`src/rtl/jk_reg_bank.sv`:
```
// jk_reg_bank
//   WIDTH-bit register bank built on per-bit JK flip-flop semantics.
//   Every bit is a JK cell. The operating mode only decides what drives each
//   cell's J and K inputs:
//     mode 00 : J/K taken from the j/k ports.
//     mode 01 : up count. Bit i toggles (J=K=1) when bits i-1..0 are all 1.
//     mode 10 : down count. Bit i toggles when bits i-1..0 are all 0.
//     mode 11 : shift left. Each cell is forced to the value of its right-hand
//               neighbour (J=v, K=~v). ser_in enters bit 0.
//   Update priority at each edge: rst > load > en; otherwise q holds.
//
// Parameters
//   WIDTH    number of bits (2..32)
//   RST_VAL  value q takes on reset
//
// Ports
//   clk      clock, rising edge
//   rst      synchronous active-high reset
//   en       update enable (load is not gated by en)
//   mode     00 JK, 01 count up, 10 count down, 11 shift left
//   j, k     per-bit J/K inputs (mode 00 only)
//   load, d  synchronous parallel load
//   ser_in   serial input into bit 0 (mode 11)
//   q        registered state
//   qb       ~q (combinational)
//   ser_out  q[WIDTH-1] (combinational)
//   tc       terminal count: all-ones in mode 01, zero in mode 10, else 0
//   chg      (JKR_CHANGE_EN only) registered; 1 for the cycle after an edge
//            that changed q
//
// Configuration macro: JKR_CHANGE_EN (default undefined) adds the chg output.
module jk_reg_bank #(
   parameter int               WIDTH   = 4,
   parameter logic [WIDTH-1:0] RST_VAL = '0
) (
   input  logic             clk,
   input  logic             rst,
   input  logic             en,
   input  logic [1:0]       mode,
   input  logic [WIDTH-1:0] j,
   input  logic [WIDTH-1:0] k,
   input  logic             load,
   input  logic [WIDTH-1:0] d,
   input  logic             ser_in,
   output logic [WIDTH-1:0] q,
   output logic [WIDTH-1:0] qb,
   output logic             ser_out,
   output logic             tc
`ifdef JKR_CHANGE_EN
   ,
   output logic             chg
`endif
);

   logic [WIDTH-1:0] r_q;
   logic [WIDTH-1:0] w_j;
   logic [WIDTH-1:0] w_k;
   logic [WIDTH-1:0] w_t_up;
   logic [WIDTH-1:0] w_t_dn;
   logic [WIDTH-1:0] w_shift;
   logic [WIDTH-1:0] w_jk_nxt;
   logic [WIDTH-1:0] w_q_nxt;

   // Toggle masks for the counters: running AND of the lower bits (up) or of
   // their complements (down). Bit 0 always toggles.
   always_comb begin
      logic w_all1;
      logic w_all0;
      w_t_up = '0;
      w_t_dn = '0;
      w_all1 = 1'b1;
      w_all0 = 1'b1;
      for (int i = 0; i < WIDTH; i++) begin
         w_t_up[i] = w_all1;
         w_t_dn[i] = w_all0;
         w_all1    = w_all1 & r_q[i];
         w_all0    = w_all0 & ~r_q[i];
      end
   end

   assign w_shift = {r_q[WIDTH-2:0], ser_in};

   always_comb begin
      w_j = j;
      w_k = k;
      unique case (mode)
         2'b00: begin
            w_j = j;
            w_k = k;
         end
         2'b01: begin
            w_j = w_t_up;
            w_k = w_t_up;
         end
         2'b10: begin
            w_j = w_t_dn;
            w_k = w_t_dn;
         end
         default: begin
            w_j = w_shift;
            w_k = ~w_shift;
         end
      endcase
   end

   // Characteristic JK equation: Q+ = J&~Q | ~K&Q, applied bitwise.
   assign w_jk_nxt = (w_j & ~r_q) | (~w_k & r_q);

   always_comb begin
      w_q_nxt = r_q;
      if (rst)       w_q_nxt = RST_VAL;
      else if (load) w_q_nxt = d;
      else if (en)   w_q_nxt = w_jk_nxt;
   end

   always_ff @(posedge clk) begin
      r_q <= w_q_nxt;
   end

`ifdef JKR_CHANGE_EN
   // Copy of q from the previous cycle; chg flags edges where q moved.
   logic [WIDTH-1:0] r_q_prev;
   logic             r_chg;

   always_ff @(posedge clk) begin
      r_q_prev <= w_q_nxt;
      if (rst) r_chg <= 1'b0;
      else     r_chg <= (w_q_nxt != r_q_prev);
   end

   assign chg = r_chg;
`endif

   assign q       = r_q;
   assign qb      = ~r_q;
   assign ser_out = r_q[WIDTH-1];
   assign tc      = ((mode == 2'b01) && (r_q == {WIDTH{1'b1}})) ||
                    ((mode == 2'b10) && (r_q == '0));

endmodule

```
`config.mk`:
```
export PLATFORM = sky130hd
export DESIGN_NAME = jk_reg_bank
export DESIGN_NICKNAME = d
export VERILOG_FILES = /design/src/rtl/jk_reg_bank.sv
export SDC_FILE = /design/constraint.sdc
export NUM_CORES = 1
export LEC_CHECK = 0
export ABC_AREA = 1
export ABC_CLOCK_PERIOD_IN_PS = 1210
export BUFFER_PORTS_ARGS = -buffer_cell sky130_fd_sc_hd__buf_2
export CAP_MARGIN = 25
export CELL_PAD_IN_SITES_DETAIL_PLACEMENT = 1
export CELL_PAD_IN_SITES_GLOBAL_PLACEMENT = 1
export CORE_MARGIN = 2
export CORE_UTILIZATION = 24
export DETAILED_ROUTE_END_ITERATION = 6
export GPL_TIMING_DRIVEN = 0
export PLACE_DENSITY = 0.76
export SYNTH_ARGS = -nofsm -noshare
export SYNTH_HDL_FRONTEND = slang
export SYNTH_SLANG_ARGS = --single-unit
```
`constraint.sdc`:
```
create_clock -name clk -period 1.21 [get_ports clk]
set_input_delay 0.121 -clock clk [delete_from_list [all_inputs] [get_ports clk]]
set_output_delay 0.121 -clock clk [all_outputs]
set_load 0.005 [all_outputs]
```
* Yosys cells after proc, flatten, opt, wreduce, memory -nomap -nowiden
Cells that the tools add are included.
** Word-level totals
- Register bits after elaboration :: 4
- Input port bits :: 19
- Output and inout bits :: 10
- Logic and storage cells :: 27
** Cells by class
- Equality and inequality tests :: 3
- Mux-type cells :: 4
- Bitwise gates (word level) :: 13
- Reduce and logical (&&, ||, !) cells :: 6
** Operator list (number)
- 4-bit case mux with 3 select lines :: 2
- 4-bit inverter :: 3
- 4-bit bitwise AND :: 2
- 4-bit two-way mux :: 2
- 1-bit bitwise AND :: 4
- 4-bit == test, second input constant :: 1
- 4-bit logical NOT :: 1
- 4-bit bitwise OR :: 1
- 1-bit inverter :: 3
- 2-bit by 1-bit == test with 1-bit output, second input constant :: 1
- 2-bit == test, second input constant :: 1
- 1-bit logical AND :: 2
- 2-bit logical NOT :: 1
- 2-bit nonzero test :: 1
- 1-bit logical OR :: 1

* Depth between registers and ports, before layout
- Depth after elaboration :: 9
- Depth in mapped cells :: 10
- Gate-level depth less buffers :: 9

* Worst setup path before layout
OpenSTA, ideal clock, no wires.
- Path kind :: register to register
- Start point :: register r_q[0] (netlist: q[0])
- End point :: register r_q[1] (netlist: q[1])
- Setup time :: 0.122 ns
- Data arrival time :: 0.937 ns
- Data required time :: 1.088 ns
- Slack :: 0.151 ns
- Cell stages (with the launch flop) :: 8
- Buffers on the path :: 0
- Period minus slack after synthesis :: 1.059 ns
- Cell sequence :: dfxtp_1 -> inv_1 -> nand2_1 -> nand2_1 -> a21oi_1 -> a21oi_1 -> o21ai_0 -> a21oi_1
** Between the ends
- Cells in the longest elaborated chain, start to end :: 7
- Elaborated cells on any way between the ends :: 10
- Classes of those cells :: mux (4); bitwise (6)
** Ends and longest elaborated chain
- start, declared :: RTL line 55 : logic [WIDTH-1:0] r_q;
- start signal, assigned :: RTL line 117 : r_q <= w_q_nxt;
- 4-bit inverter / 1-bit inverter (equally long branches) :: RTL line 101, 77
- 4-bit case mux with 3 select lines :: RTL line 86 : unique case (mode)
- 4-bit inverter :: RTL line 107 : assign w_jk_nxt = (w_j & ~r_q) | (~w_k & r_q);
- 4-bit bitwise AND :: RTL line 107
- 4-bit bitwise OR * :: RTL line 107
- 4-bit two-way mux * :: RTL line 113 : else if (en) w_q_nxt = w_jk_nxt;
- 4-bit two-way mux * :: RTL line 112 : else if (load) w_q_nxt = d;
Every way passes the cells marked *; elsewhere a longest branch is shown, timed or not. The select of a mux whose other input is x is not followed.
A chain may end at the register's enable or synchronous reset.

* Final worst setup path
- Start point :: register r_q[0] (netlist: q[0])
- End point :: output tc
** Between the ends
- Cells in the longest elaborated chain, start to end :: 3
- Elaborated cells on any way between the ends :: 5
- Classes of those cells :: eq/ne (1); reduce/logical (4)
** Ends and longest elaborated chain
- 4-bit == test / 4-bit logical NOT (equally long branches) :: RTL line 137, 138
- 1-bit logical AND (on tied branches) :: RTL line 137, 138
- 1-bit logical OR * :: RTL line 137 : assign tc = ((mode == 2'b01) && (r_q == {WIDTH{1'b1}})) ||
- end, declared :: RTL line 48 : output logic tc
Every way passes the cells marked *; elsewhere a longest branch is shown, timed or not.

==> summary.md <==
| Metric | Value |
|---|---|
| Initial DRC count | `5` |
| Slew HR | `78.3%` |
| Actual transition at the worst max-transition pin | `325 ps` |
| RSZ-0062 raised after global routing | `true` |
| WL/cell | `12.5 um` |
| Internal power | `0.356 mW` |
| Area Overhead vs Synth | `61.4%` |
| Finished Layout Cells | `133` |
| CTS tree | `yes` |
| Global-route wire length before repair | `2570 um` |
| Worst-path clk slew | `40 ps` |
| Root buffer cell | `clkbuf_4` |
| Via count | `624` |
| Fin area | `701 sq um` |
| Achievable Freq | `0.842 GHz` |
| Seq/Total Area, Yosys | `18.4%` |
| Synth Cell Area | `434 sq um` |
| Post-synth EDFFs | `0` |
| Post-Synth Adder-Cell Area | `11.5%` |
| Global Route Usage Sum | `16.6%` |
| Reg area | `91.3 sq um` |
| Synthesis Warnings | `0` |
| Mapped Avg Cell Area | `5.87 sq um` |
| FF-to-FF setup slack | `100 ps` |
| Max clock buf depth | `2` |
| Worst setup SP type | `register` |
| Fin Setup TNS | `0 ps` |
| Final Core Density | `41.0%` |
| Final nets | `133` |
| Largest net degree at the start of global routing | `9` |
| Final Hold Viols | `0` |
| Pwr dens | `789 mW/mm^2` |
| Post-synth top area share | `18.4%` |
| MaxCap Viol Count | `0` |
| Die ar. | `0.00217 sq mm` |
| Post-layout min period | `1190 ps` |
| Post-Syn Nets | `97` |
| Max reg flops | `4` |
| Fillcell total | `246` |
| Die W | `46.5 um` |
| Status | `complete, no violations` |
| Largest family of logic cells by synthesized area | `simple AND/OR/NAND/NOR gates` |
| Die Ht | `46.5 um` |
| Total power | `0.553 mW` |
| Hold crit path type | `in -> reg` |
| Area after DPL | `606 sq um` |
| Synth Area in Simple Gates | `31.4%` |
| Setup CP Type | `reg -> out` |
| Clock share of power | `30.4%` |
| Most numerous cell in the Yosys netlist | `nand2_1` |
| Part of the power in combinational logic | `39.4%` |
| Most frequent cells after synthesis | `nand2_1, a21oi_1, inv_1, nand3_1, nor2_1` |
| Max H-tree Level | `1` |
| Fin crit share | `98.1%` |
| Total grt overflow | `0` |
| DRC Markers | `0` |
| Clock sinks | `4` |
| Leakage power | `0.361 nW` |
| Switch Pwr | `0.197 mW` |
| Mapped Cells | `74` |
| Fin. max-slew vios | `0` |
| Cell variety after synth | `15` |
| Asr flop ratio synth | `0%` |
| IO Count | `29` |
| Sw frac | `35.6%` |
| Post-synth top flop | `dfxtp_1` |
| Compound-Gate Fraction of Synth Area | `26.2%` |
| Mux cell area share after synthesis | `0%` |
| Skew-Pair Late Insertion Delay | `240 ps` |
| #FFs+latches synth | `4` |
| Vias in the first global route | `598` |
| Worst VDD drop | `0.000636 V` |
| Core area | `0.00171 sq mm` |
| Ant. Diodes | `0` |
| Post-DP HPWL | `1210 um` |
| I/O Buffers | `28` |
| Multi-input logic area | `337 sq um` |
| Post-Synth XOR/XNOR Area | `0%` |
| Antenna violations before repair | `0` |
| CP arrival | `1070 ps` |
| Setup crit end kind | `output port` |
| Clk_skew | `1.64 ps` |
| Row cnt | `15` |
| Synth top area cells | `dfxtp_1, a21oi_1, nand2_1, ha_1, inv_1` |
| Initial Utilization | `25.4%` |
| Layout cell share with drive strength beyond 1 | `44.4%` |
| RePlAce Congestion | `0.750` |
| Worst path required time | `1090 ps` |
| Total Routed Length | `1660 um` |
| Drt first pass iters | `4` |
| CTS Buf Count | `3` |
| Placed Instances | `127` |
| Sequential power share | `30.2%` |
| Final setup viols | `0` |
| Via/cell ratio | `4.69` |
| Leading area contributor after synthesis | `dfxtp_1` |
| Crit path max fanout | `6` |
| Routed Antenna Nets | `0` |
[through the flow]
| step | setup slack [ps] | hold slack (ps) |
|---|---|---|
| floorplan | 151 | 190 |
| global placement | -42.6 | 320 |
| detailed placement | -56.2 | 324 |
| CTS | -11.8 | 61.1 |
| global route | -35.3 | 61.1 |
| finish | 22.6 | 66.2 |
[routing by layer]
layer  global-route usage, %  part of all wire (%)  vias up
li1                        -                     -      319
met1                    19.6                    40      286
met2                    28.3                    54       19
met3                    7.06                   5.6        0
met4                    2.29                     0        0
met5                       0                     0        -
[logic make-up (layout without fill, tap and decap cells)]
family | count (synthesis) | after routing
flip-flops | 4 | 4
buffers and inverters | 13 | 47
AND/OR/NAND/NOR | 32 | 32
adder cells (fa/ha/maj) | 4 | 4
AO/OA/AOI/OAI | 21 | 21
[critical path, cell delays in order (launching register included)]
cell,delay [ps]
dfxtp_4,390
nand3_4,90
nor2_4,90
nor2_2,50
a21oi_2,90
buf_2,110
[layout make-up]
type | count | share of cell area, %
inverter | 11 | 6.25
clock buffer | 3 | 3.21
buffer | 2 | 1.79
tap | 25 | 4.46
sequential | 4 | 13.0
timing repair buffer | 31 | 23.2
multi-input combinational | 57 | 48.0
[layout by cell type (no fill, tap or decap)]
cell,instances
a21oi_1,14
a21oi_2,1
a22oi_1,1
buf_2,29
buf_4,4
clkbuf_4,3
dfxtp_1,1
dfxtp_4,3
ha_1,4
inv_1,9
inv_2,1
inv_4,1
nand2_1,17
nand2_2,1
nand3_1,5
nand3_2,1
nand3_4,1
nand4_1,1
nor2_1,3
nor2_2,1
nor2_4,2
o211ai_1,1
o21ai_0,2
o21ai_1,1
o221ai_1,1
[timing repair]
action / in CTS / in global routing
pin swaps: 2 / 4
cloned: 0 / 0
endpoints found under the setup margin: 2 / 2
setup buffers: 3 / 0
gates resized for setup: 10 / 9
hold buffers: 0 / 0
[worst paths after layout]
check                    start                end  cells past startpoint
max          q[0]$_SDFFE_PP0P_                 tc                      5
min                        rst  q[2]$_SDFFE_PP0P_                      2
max reg2reg  q[0]$_SDFFE_PP0P_  q[2]$_SDFFE_PP0P_                      7
min reg2reg  q[2]$_SDFFE_PP0P_  q[2]$_SDFFE_PP0P_                      2
[power groups by stage]
stage | logic (mW) | registers (mW) | clock network (mW)
after CTS | 0.207 | 0.166 | 0.177
after global routing | 0.249 | 0.170 | 0.189
after global placement | 0.181 | 0.164 | 0
after detailed placement | 0.188 | 0.165 | 0
after floorplan | 0.105 | 0.161 | 0
final | 0.218 | 0.167 | 0.168
(Power assumes the default switching activity.)
